File: src/rtl/median_pkg.sv
// rtl/median_pkg.sv - shared types and helpers for the median datapath front end
package median_pkg;

  localparam int PAD_ZERO = 0;
  localparam int PAD_REPL = 1;

  typedef enum logic [1:0] {
    IDLE  = 2'd0,
    RUN   = 2'd1,
    DRAIN = 2'd2
  } state_t;

  // LSB position of tap idx inside a flattened window vector
  function automatic int tap_lsb(input int idx, input int width);
    return idx * width;
  endfunction

endpackage

File: src/rtl/window_shift_reg.sv
// rtl/window_shift_reg.sv - tap array with per-tap real/lastmark shadow bits
module window_shift_reg
  import median_pkg::*;
#(
  parameter int WIDTH = 8,
  parameter int DEPTH = 5
) (
  input  logic                   clk,
  input  logic                   rst,
  input  logic                   load,
  input  logic [WIDTH-1:0]       load_data,
  input  logic [WIDTH-1:0]       load_pad,
  input  logic                   load_last,
  input  logic                   shift,
  input  logic [WIDTH-1:0]       shift_data,
  input  logic                   shift_real,
  input  logic                   shift_last,
  output logic [DEPTH*WIDTH-1:0] taps,
  output logic [DEPTH-1:0]       real_bits,
  output logic [DEPTH-1:0]       last_bits
);

  // Load restarts the window for a new frame so nothing from the old frame survives
  always_ff @(posedge clk) begin
    if (rst) begin
      taps      <= '0;
      real_bits <= '0;
      last_bits <= '0;
    end else if (load) begin
      for (int i = 0; i < DEPTH; i++) begin
        taps[tap_lsb(i, WIDTH) +: WIDTH] <= (i == 0) ? load_data : load_pad;
      end
      real_bits <= DEPTH'(1);
      last_bits <= {{(DEPTH-1){1'b0}}, load_last};
    end else if (shift) begin
      taps      <= {taps[(DEPTH-1)*WIDTH-1:0], shift_data};
      real_bits <= {real_bits[DEPTH-2:0], shift_real};
      last_bits <= {last_bits[DEPTH-2:0], shift_last};
    end
  end

endmodule

File: src/rtl/median_window_buf.sv
// rtl/median_window_buf.sv - framed sliding-window buffer emitting one centred window per sample
module median_window_buf
  import median_pkg::*;
#(
  parameter int WIDTH    = 8,
  parameter int WIN      = 5,
  parameter int PAD_MODE = 0
) (
  input  logic                 clk,
  input  logic                 rst,
  input  logic                 in_valid,
  output logic                 in_ready,
  input  logic [WIDTH-1:0]     in_data,
  input  logic                 in_last,
  output logic [WIN*WIDTH-1:0] win_data,
  output logic [WIDTH-1:0]     win_center,
  output logic                 win_valid,
  output logic                 win_last
);

  localparam int HALF = (WIN - 1) / 2;
  localparam int CW   = (HALF > 1) ? $clog2(HALF) : 1;

  state_t           state;
  logic [CW-1:0]    drain_cnt;
  logic [WIDTH-1:0] drain_pad;
  logic             shifted;

  logic             accept;
  logic             load;
  logic             shift;
  logic [WIDTH-1:0] pad_val;
  logic [WIDTH-1:0] shift_data;
  logic             shift_real;
  logic             shift_last;
  logic [WIN-1:0]   real_bits;
  logic [WIN-1:0]   last_bits;
  logic             unused_flags;

  assign in_ready   = (state != DRAIN);
  assign accept     = in_valid && in_ready;
  assign pad_val    = (PAD_MODE == PAD_REPL) ? in_data : '0;
  assign load       = accept && (state == IDLE);
  assign shift      = (accept && (state == RUN)) || (state == DRAIN);
  assign shift_data = (state == DRAIN) ? drain_pad : in_data;
  assign shift_real = (state != DRAIN);
  assign shift_last = (state != DRAIN) && in_last;

  always_ff @(posedge clk) begin
    if (rst) begin
      state     <= IDLE;
      drain_cnt <= '0;
      drain_pad <= '0;
      shifted   <= 1'b0;
    end else begin
      shifted <= shift;
      case (state)
        IDLE, RUN: begin
          if (accept) begin
            if (in_last) begin
              state     <= DRAIN;
              drain_cnt <= CW'(HALF - 1);
              drain_pad <= pad_val;
            end else begin
              state <= RUN;
            end
          end
        end
        DRAIN: begin
          if (drain_cnt == '0) state <= IDLE;
          else                 drain_cnt <= drain_cnt - 1'b1;
        end
        default: state <= IDLE;
      endcase
    end
  end

  window_shift_reg #(
    .WIDTH(WIDTH),
    .DEPTH(WIN)
  ) u_taps (
    .clk       (clk),
    .rst       (rst),
    .load      (load),
    .load_data (in_data),
    .load_pad  (pad_val),
    .load_last (in_last),
    .shift     (shift),
    .shift_data(shift_data),
    .shift_real(shift_real),
    .shift_last(shift_last),
    .taps      (win_data),
    .real_bits (real_bits),
    .last_bits (last_bits)
  );

  // Pulses only in the cycle right after a shift; the centre flags then describe the new window
  assign win_valid    = shifted && real_bits[HALF];
  assign win_last     = shifted && last_bits[HALF];
  assign win_center   = win_data[tap_lsb(HALF, WIDTH) +: WIDTH];
  assign unused_flags = ^{real_bits, last_bits};

endmodule

File: config.mk
export PLATFORM = sky130hd
export DESIGN_NAME = median_window_buf
export DESIGN_NICKNAME = d
export VERILOG_FILES = /design/src/rtl/median_pkg.sv /design/src/rtl/window_shift_reg.sv /design/src/rtl/median_window_buf.sv
export SDC_FILE = /design/constraint.sdc
export NUM_CORES = 1
export LEC_CHECK = 0
export BUFFER_PORTS_ARGS = -buffer_cell sky130_fd_sc_hd__buf_4
export CAP_MARGIN = 15
export CORE_UTILIZATION = 24
export DETAILED_ROUTE_END_ITERATION = 7
export GPL_TIMING_DRIVEN = 0
export SYNTH_ARGS = -nofsm -noshare
export SYNTH_HDL_FRONTEND = slang
export SYNTH_SLANG_ARGS = --single-unit
File: constraint.sdc
create_clock -name clk -period 1.4 [get_ports clk]
set_input_delay 0.14 -clock clk [delete_from_list [all_inputs] [get_ports clk]]
set_output_delay 0.14 -clock clk [all_outputs]
set_load 0.02 [all_outputs]
# Word-level counts from Yosys, hierarchy flattened
# Cells that the tools add are included.
# Widths: inputs -> output; s select.
[word_totals]
elab_cells = 45
ff_bits = 50
output_inout_bits = 51
inputBits = 12
[op_classes]
n_reduce_logical = 14
n_addsub = 1
mux = 15
eq_ne = 6
[op_table]
columns = ["cell", "n"]
rows = [
  ["$mux 8", 3],
  ["$ne 2x2->1 const B", 4],
  ["$mux 1", 7],
  ["$logic_and 1x1->1", 6],
  ["$mux 2", 3],
  ["$pmux 2 s2", 1],
  ["$reduce_bool 2->1", 2],
  ["$reduce_or 2->1", 2],
  ["$reduce_and 3->1", 1],
  ["$eq 2x1->1 const B", 1],
  ["$eq 2x2->1 const B", 1],
  ["$logic_not 2->1", 1],
  ["$pmux 1 s2", 1],
  ["$reduce_and 2->1", 1],
  ["$logic_or 1x1->1", 1],
  ["$sub 1x1->1 const B", 1],
]

# Depth between registers and ports, before layout
# Gate-level depths: netlist of run 1.
[logic_depth]
ltp_word = 6
depth_mapped = 7
ltp_nobuf = 4

# Cells and area by module
# From an unflattened synthesis of run 1, not the netlist that was laid out.
[unflattened]
cells_unflattened = 225
hier_area_um2 = 2463.6
[modules_own_cells]
columns = ["module", "cells_each", "area_per_inst_um2", "instances", "seq_area_each_um2"]
rows = [
  ["window_shift_reg", 187, 2128.3, 1, 1001.0],
  ["median_window_buf", 38, 335.3, 1, 80.1],
]

# Worst setup path before layout of run 1
# Ideal clock, no wire load.
[synth_path]
path_kind = "flip-flop to flip-flop"
from = "register state[1]"
to = "register u_taps.last_bits[0]"
n_path_buf = 3
stages_incl_launch_ff = 8
slack_ns = 0.208
t_required_ns = 1.257
synth_period_minus_slack_ns = 1.192
arrival_time_ns = 1.048
setup_ns = 0.143
path_cell_list = "dfxtp_1 > nor2b_4 > buf_6 > inv_4 > buf_12 > buf_12 > nand3_2 > a21oi_2"
[synth_between]
elab_chain_cells = 5
elab_cells_between_ends = 12
cone_classes = "eq/ne: 3; mux: 2; reduce/logical: 7"
[synth_rtl]
columns = ["element", "line_no", "rtl"]
rows = [
  ["from (decl)", "median_window_buf.sv:24", "state_t state;"],
  ["from (signal assigned)", "median_window_buf.sv:51", "state <= IDLE;"],
  ["from (signal assigned)", "median_window_buf.sv:61", "state <= DRAIN;"],
  ["from (signal assigned)", "median_window_buf.sv:65", "state <= RUN;"],
  ["$ne 2x2->1", "median_window_buf.sv:40, median_window_buf.sv:47", ""],
  ["$logic_and 1x1->1", "median_window_buf.sv:41", "assign accept = in_valid && in_ready;"],
  ["$logic_and 1x1->1", "median_window_buf.sv:44", "assign shift = (accept && (state == RUN)) || (state == DRAIN);"],
  ["$logic_or 1x1->1", "median_window_buf.sv:44", ""],
  ["$reduce_bool 2->1 (no source line)", "--", ""],
  ["to (signal assigned)", "window_shift_reg.sv:34", "last_bits <= {{(DEPTH-1){1'b0}}, load_last};"],
  ["to (signal assigned)", "window_shift_reg.sv:38", "last_bits <= {last_bits[DEPTH-2:0], shift_last};"],
  ["to (decl)", "window_shift_reg.sv:20", "output logic [DEPTH-1:0] last_bits"],
]
# Several ways; a longest one is shown, not always the timed one. The select of a mux whose other input is x is not followed.
# A chain may end at the register's enable or synchronous reset.

# Worst setup path after layout of run 1
[layout_path]
from = "register state[1]"
to = "register u_taps.taps[38]"
[layout_between]
elab_chain_cells = 4
elab_cells_between_ends = 9
cone_classes = "eq/ne: 3; reduce/logical: 6"
[layout_rtl]
columns = ["element", "line_no", "rtl"]
rows = [
  ["$ne 2x2->1", "median_window_buf.sv:40", "assign in_ready = (state != DRAIN);"],
  ["$logic_and 1x1->1", "median_window_buf.sv:41", ""],
  ["$logic_and 1x1->1 (on tied branches)", "median_window_buf.sv:43, median_window_buf.sv:44", ""],
  ["$reduce_or 2->1 (no source line) or $logic_or 1x1->1 (tied branches)", "--", ""],
  ["to (signal, indexed assignment)", "window_shift_reg.sv:31", "taps[tap_lsb(i, WIDTH) +: WIDTH] <= (i == 0) ? load_data : load_pad;"],
  ["to (signal assigned)", "window_shift_reg.sv:36", "taps <= {taps[(DEPTH-1)*WIDTH-1:0], shift_data};"],
  ["to (decl)", "window_shift_reg.sv:18", "output logic [DEPTH*WIDTH-1:0] taps,"],
]
# Several ways; a longest one is shown, not always the timed one.

==> results.sh, run 1 <==
export IMPL_ir_worst_vdd_uv=428
export IMPL_drive_above_1_share_pct=47.2
export IMPL_cts_hold_buffers_added=0
export IMPL_area_of_all_placed_cells_without_fillers_sq_um=2910
export IMPL_clock_sink_count=50
export IMPL_die_width_um=97.5
export IMPL_top_level_ports=63
export IMPL_cp_top_family="buffers and inverters"
export IMPL_cp_data_required_time_ps=1570
export IMPL_grt_pass1_vias=1812
export IMPL_fin_tns_setup_ps=0
export IMPL_detail_route_iter0_violations=160
export IMPL_globalRoute_totalOverflow=0
export IMPL_synth_warnings=0
export IMPL_top_area_cells_in_the_synthesized_netlist="sky130_fd_sc_hd__dfxtp_1 (46%), sky130_fd_sc_hd__nand3_2 (9.1%), sky130_fd_sc_hd__a21oi_2 (8.0%), sky130_fd_sc_hd__o21ai_0 (7.5%), sky130_fd_sc_hd__a21oi_1 (6.4%)"
export IMPL_cp_cell_sequence="buf_4 > and3b_1 > buf_6 > clkbuf_4 > o21ai_1 > a21oi_1"
export IMPL_number_of_flops_mapped_to_enable_cells_by_yosys=0
export IMPL_p_leak_nw=1.10
export IMPL_global_route_wire_length_before_repair_um=9650
export IMPL_min_path_type="input port to register"
export IMPL_data_arrival_at_the_endpoint_of_the_critical_path_ps=1500
export IMPL_synthesis_nets=246
export IMPL_pd_cells_nw_per_um2=918
export IMPL_unrepaired_setup_endpoints_after_global_routing="no"
export IMPL_firstDrtPassIters=4
export IMPL_timing_hold_worst_start="in_last"
export IMPL_synth_xor_area_share_pct=0
export IMPL_synth_area_per_cell_sq_um=9.35
export IMPL_finalMaxSlewViolations=0
export IMPL_placementRows=34
export IMPL_reg2reg_slack_ps=70
export IMPL_timing_worst_slew_pin_value_ps=722
export IMPL_setup_viol=0
export IMPL_synth_cell_area_sq_um=2190
export IMPL_tritoncts="built"
export IMPL_ys_async_sr_fraction_pct=0
export IMPL_dr_total_vias=1893
export IMPL_dominantRegCellSynth="sky130_fd_sc_hd__dfxtp_1"
export IMPL_htreeDepth=2
export IMPL_startpoint_of_the_worst_slack_reg_to_reg_timing_path="state[1]"
export IMPL_starting_density_pct=25.0
export IMPL_total_die_area_sq_um=9500
export IMPL_detail_route_wirelength_um=5970
export IMPL_antenna_found_initial=0
export IMPL_cell_count_along_the_critical_path=6
export IMPL_hold_violations=0
export IMPL_placed_cell_area_sq_um=2790
export IMPL_final_min_period_over_clock_period_pct=95.3
export IMPL_clkTransAtPathRegs_ps=90
export IMPL_synth_top_cell_area_share_pct=45.7
export IMPL_synth_compound_area_share_pct=23.0
export IMPL_run_status="finished, final reports clean"
export IMPL_post_synth_top_count_cell="sky130_fd_sc_hd__dfxtp_1"
export IMPL_area_delta_synth_final_pct=33.0
export IMPL_cts_root_buf="sky130_fd_sc_hd__clkbuf_8"
export IMPL_routed_via_density=4.58
export IMPL_max_slew_margin_rel_pct=51.9
export IMPL_timing_critical_path_fanout_max=10
export IMPL_floorplan_die_height_um=97.5
export IMPL_io_buffer_count=62
export IMPL_post_synth_top_area_cell="sky130_fd_sc_hd__dfxtp_1"
export IMPL_delay_of_the_slowest_critical_path_stage_ps=340
export IMPL_synth_mux_area_fraction_pct=0
export IMPL_critical_path_reg2reg_endpoint="u_taps.taps[38]"
export IMPL_gp_routability_congestion=0.707
export IMPL_synth_top_family_by_area="compound AO/OA/AOI/OAI gates"
export IMPL_cts_path_max_buffers=2
export IMPL_maximum_number_of_pins_on_one_net_before_global_route_repair=16
export IMPL_worst_r2r_cell_count=6
export IMPL_drc_errors=0
export IMPL_drv_cap=0
export IMPL_synth_adder_area_share_pct=0
export IMPL_critPathBufInv=3
export IMPL_postSynthRegisterBits=50
export IMPL_yosysUniqueCellTypes=23
export IMPL_critPathKind="register to register"
export IMPL_ys_top_cells_by_count="sky130_fd_sc_hd__dfxtp_1 (50), sky130_fd_sc_hd__o21ai_0 (33), sky130_fd_sc_hd__a21oi_1 (28), sky130_fd_sc_hd__nand3_1 (25)"
export IMPL_post_synth_and_or_nand_nor_area_fraction_pct=19.8
export IMPL_worstSkewPairLatency_ps=310
export IMPL_route_detailed_wl_per_inst_um=14.5
export IMPL_cts_buffers_inserted=5
export IMPL_cp_slowest_cell="sky130_fd_sc_hd__dfxtp_2"
export IMPL_postRouteAntennaNets=0
export IMPL_synth_cells=234
export IMPL_cp_start_kind="register"
export IMPL_place_hpwl_um=4350
export IMPL_critical_path_launch_point="state[1]"
export IMPL_fp_coreArea_sq_um=8760
export IMPL_clock_skew_final_ps=12.4
export IMPL_setup_worst_path_end="u_taps.taps[38]"
export IMPL_insertedDiodeCount=0
export IMPL_setup_worst_path_end_class="register"
export IMPL_synth_seq_area_share_pct=45.7
export IMPL_fin_nets=316
export IMPL_global_route_usage_total_pct=12.6
export IMPL_final_min_clock_period_ps=1330
export IMPL_achievable_frequency_ghz=0.750
[layout by cell type (no fill, tap or decap), drive strengths merged]
master	count
clkbuf	13
clkinvlp	1
nor2b	1
and3b	1
nor2	4
buf	88
dfxtp	50
nand3b	1
o21ai	36
inv	1
a21oi	48
and2	2
nand2b	1
nand2	10
clkinv	1
and2b	1
a2111oi	1
nand3	45
[worst min path at each step]
stage                to  slack, ps  cells past startpoint
2_1_floorplan  state[0]        230                      1
3_3_place_gp   state[0]        360                      2
3_5_place_dp   state[0]        360                      2
4_1_cts        state[0]         20                      2
5_1_grt        state[0]         40                      2
6_report       state[0]         30                      2
[routing by layer]
metal	wire, um	up-vias	track usage (%)
met5	0	-	0
met2	2790	52	20.0
met3	253	5	2.37
li1	-	951	-
met1	2870	885	17.4
met4	59	0	3.39
[power by group]
part	leakage, nW	internal, mW	switching, mW
registers	0.406	1.45	0.0244
clock network	0.0472	0.398	0.483
logic	0.647	0.121	0.192
[stage by stage]
stage	util, %	power, mW	std cells	hold slack [ps]	worst slack (ps)
after global routing	33.2	2.78	413	38.4	3.68
after detailed placement	31.8	1.82	404	364	17.2
after CTS	33.2	2.69	415	19.9	14.3
final	33.2	2.67	413	27.5	65.8
after floorplan	-	1.70	234	230	208
after global placement	31.8	1.81	404	358	12.8
[state kept, by name, indices dropped and copies added (netlist names)]
name,cells
drain_cnt,1
state,2
shifted,1
u_taps.real_bits,3
u_taps.last_bits,3
u_taps.taps,40
[repair_timing]
| action | CTS | global route |
|---|---|---|
| endpoints found under the setup margin | 2 | 24 |
| buffers inserted | 4 | 0 |
| pin swaps | 0 | 0 |
| resized for setup | 3 | 17 |
[kinds of logic after synthesis]
group                  count (synthesis)
and+or+nand+nor                       66
buffers and inverters                 33
DFF                                   50
AOI/OAI and AO/OA                     85
[final cells by class]
cell class / count / area [sq um]
well taps: 108 / 135
repair buffers: 66 / 495
clock inverters: 2 / 12.5
fillers: 937 / 5850
inverters: 1 / 6.26
flip-flops and latches: 50 / 1000
multi-input cells: 151 / 938
plain buffers: 29 / 236
clock buffers: 6 / 82.6
Note: power is estimated with default switching activity, not from simulation.
==> inputs of run 2 (changes only) <==
CORE_UTILIZATION = 25   (was 24)
CTS_CLUSTER_SIZE = 28   (was not set)
==> run 2 against run 1 <==
- non-clock buffer count decreased by 1
- final area is 0.21% lower
- flip-flop and latch count is the same
- register-to-register slack improved by 20 ps
- first-iteration DRC count shrank 33%
- clock skew is 2.5 ps lower
- hold slack better by 16 ps
- maximum frequency rose by 0.88%
- largest power group unchanged
- highest routed layer unchanged
==> results.sh, run 2 (same netlist as run 1, synthesis figures left out) <==
export IMPL_reg2reg_slack_ps=90
export IMPL_postRouteAntennaNets=0
export IMPL_finalMaxSlewViolations=0
export IMPL_final_min_period_over_clock_period_pct=94.5
export IMPL_drv_cap=0
export IMPL_numPlacedInstances=401
export IMPL_drive_above_1_share_pct=46.1
export IMPL_hold_violations=0
export IMPL_insertedDiodeCount=0
export IMPL_startpoint_of_the_worst_slack_reg_to_reg_timing_path="state[1]"
export IMPL_worstSkewPairLatency_ps=310
export IMPL_detail_route_iter0_violations=107
export IMPL_cp_start_kind="register"
export IMPL_cp_data_required_time_ps=1260
export IMPL_tritoncts="built"
export IMPL_detail_route_wirelength_um=5980
export IMPL_globalRoute_totalOverflow=0
export IMPL_placementRows=33
export IMPL_place_hpwl_um=4310
export IMPL_clock_sink_count=50
export IMPL_fin_cells=409
export IMPL_antenna_found_initial=0
export IMPL_p_leak_nw=1.10
export IMPL_cts_root_buf="sky130_fd_sc_hd__clkbuf_8"
export IMPL_ir_worst_vdd_uv=527
export IMPL_firstDrtPassIters=5
export IMPL_postLayoutCoreUtil_pct=34.8
export IMPL_setup_worst_path_end_class="primary output"
export IMPL_cts_hold_buffers_added=0
export IMPL_fin_tns_setup_ps=0
export IMPL_maximum_number_of_pins_on_one_net_before_global_route_repair=15
export IMPL_die_width_um=95.6
export IMPL_registers_top_by_ff_count="u_taps.taps"
export IMPL_data_arrival_at_the_endpoint_of_the_critical_path_ps=1180
export IMPL_cts_path_max_buffers=2
export IMPL_timing_critical_path_fanout_max=12
export IMPL_mostFrequentLayoutCell="sky130_fd_sc_hd__buf_4"
export IMPL_dr_total_vias=1915
export IMPL_clkTransAtPathRegs_ps=80
export IMPL_worst_r2r_cell_count=5
export IMPL_cts_buffers_inserted=5
export IMPL_area_delta_synth_final_pct=32.7
export IMPL_routed_via_density=4.68
export IMPL_max_slew_margin_rel_pct=52.3
export IMPL_layout_cells_most_common_list="sky130_fd_sc_hd__buf_4 (77), sky130_fd_sc_hd__dfxtp_1 (49), sky130_fd_sc_hd__o21ai_0 (30), sky130_fd_sc_hd__a21oi_1 (28), sky130_fd_sc_hd__nand3_1 (25)"
export IMPL_grt_pass1_vias=1754
export IMPL_final_min_clock_period_ps=1320
export IMPL_achievable_frequency_ghz=0.756
export IMPL_fillers=913
export IMPL_totalPowerFinal_mw=2.80
export IMPL_route_detailed_wl_per_inst_um=14.6
export IMPL_fp_coreArea_sq_um=8340
export IMPL_worstHoldEndpoint="state[0]"
export IMPL_unrepaired_setup_endpoints_after_global_routing="no"
export IMPL_timing_worst_slew_pin_value_ps=716
export IMPL_min_path_type="input port to register"
export IMPL_htreeDepth=2
export IMPL_floorplan_die_height_um=95.6
export IMPL_top_level_ports=63
export IMPL_run_status="finished, final reports clean"
export IMPL_starting_density_pct=26.2
export IMPL_clock_skew_final_ps=9.85
export IMPL_gp_routability_congestion=0.780
export IMPL_total_die_area_sq_um=9130
export IMPL_fin_nets=315
export IMPL_global_route_wire_length_before_repair_um=9240
export IMPL_pd_cells_nw_per_um2=965
export IMPL_global_route_usage_total_pct=13.5
export IMPL_setup_viol=0
export IMPL_drc_errors=0
export IMPL_largestRegisters="u_taps.taps: 40 flops, u_taps.last_bits: 3 flops, u_taps.real_bits: 3 flops"
export IMPL_critPathKind="register to primary output"
export IMPL_min_delay_path_depth=2
export IMPL_largest_register_ff_count=40
export IMPL_io_buffer_count=62
export IMPL_timing_hold_worst_start="in_last"
export IMPL_critical_path_reg2reg_endpoint="u_taps.taps[24]"
run 2: changes by cell type in the layout (fill, tap and decap cells not counted), moves of 2 or more:
cell,delta
sky130_fd_sc_hd__clkbuf_2,+2
sky130_fd_sc_hd__clkbuf_1,+2
sky130_fd_sc_hd__o21ai_0,+9
sky130_fd_sc_hd__clkbuf_4,-2
sky130_fd_sc_hd__o21ai_1,-9
run 2: repair_timing:
action                     in CTS  in global routing
gates resized for setup         1                  8
setup endpoints to repair       2                 28
setup buffers                   3                  0
run 2: how the worst max path moves through the flow:
stage / endpoint / from / depth (start not counted)
finish: in_ready / state[1] / 4
global route: u_taps.taps[24] / state[1] / 5
CTS: u_taps.taps[38] / state[1] / 6
detailed placement: u_taps.taps[38] / state[1] / 5
global placement: u_taps.taps[38] / state[1] / 5
floorplan: u_taps.last_bits[0] / state[1] / 7
run 2: worst max-delay path: stages (launching register included):
cell	delay (ps)
sky130_fd_sc_hd__dfxtp_2	340
sky130_fd_sc_hd__nor2b_4	130
sky130_fd_sc_hd__buf_6	120
sky130_fd_sc_hd__inv_4	130
sky130_fd_sc_hd__buf_4	170
run 2: layout make-up:
cell class,count,area (sq um),share of cell area (%)
Timing Repair Buffer,65,488,16.8
Inverter,1,6.26,0.215
Tap cell,105,131,4.52
Sequential cell,50,1000,34.5
Clock inverter,1,30.0,1.03
Buffer,29,231,7.97
Multi-Input combinational cell,151,938,32.3
Clock buffer,7,76.3,2.63
run 2: where the power goes:
| group | switching, mW | internal (mW) | total (mW) |
|---|---|---|---|
| clock network | 0.481 | 0.536 | 1.02 |
| registers | 0.0249 | 1.45 | 1.48 |
| logic | 0.191 | 0.118 | 0.309 |
run 2: layer usage:
layer / track usage (%) / share of wire [%]
met1: 18.5 / 47
met2: 20.7 / 47
met3: 3.03 / 4.8
met4: 4.60 / 1.5
met5: 0 / 0
run 2: stage by stage:
| stage | cell area [sq um] | setup slack [ps] | hold WS, ps |
|---|---|---|---|
| detailed placement | 2790 | 14.1 | 364 |
| CTS | 2910 | 5.59 | 38.5 |
| finish | 2900 | 77.5 | 43.3 |
| floorplan | 2190 | 208 | 230 |
| global route | 2900 | 0.429 | 24.7 |
| global placement | 2790 | 5.29 | 358 |
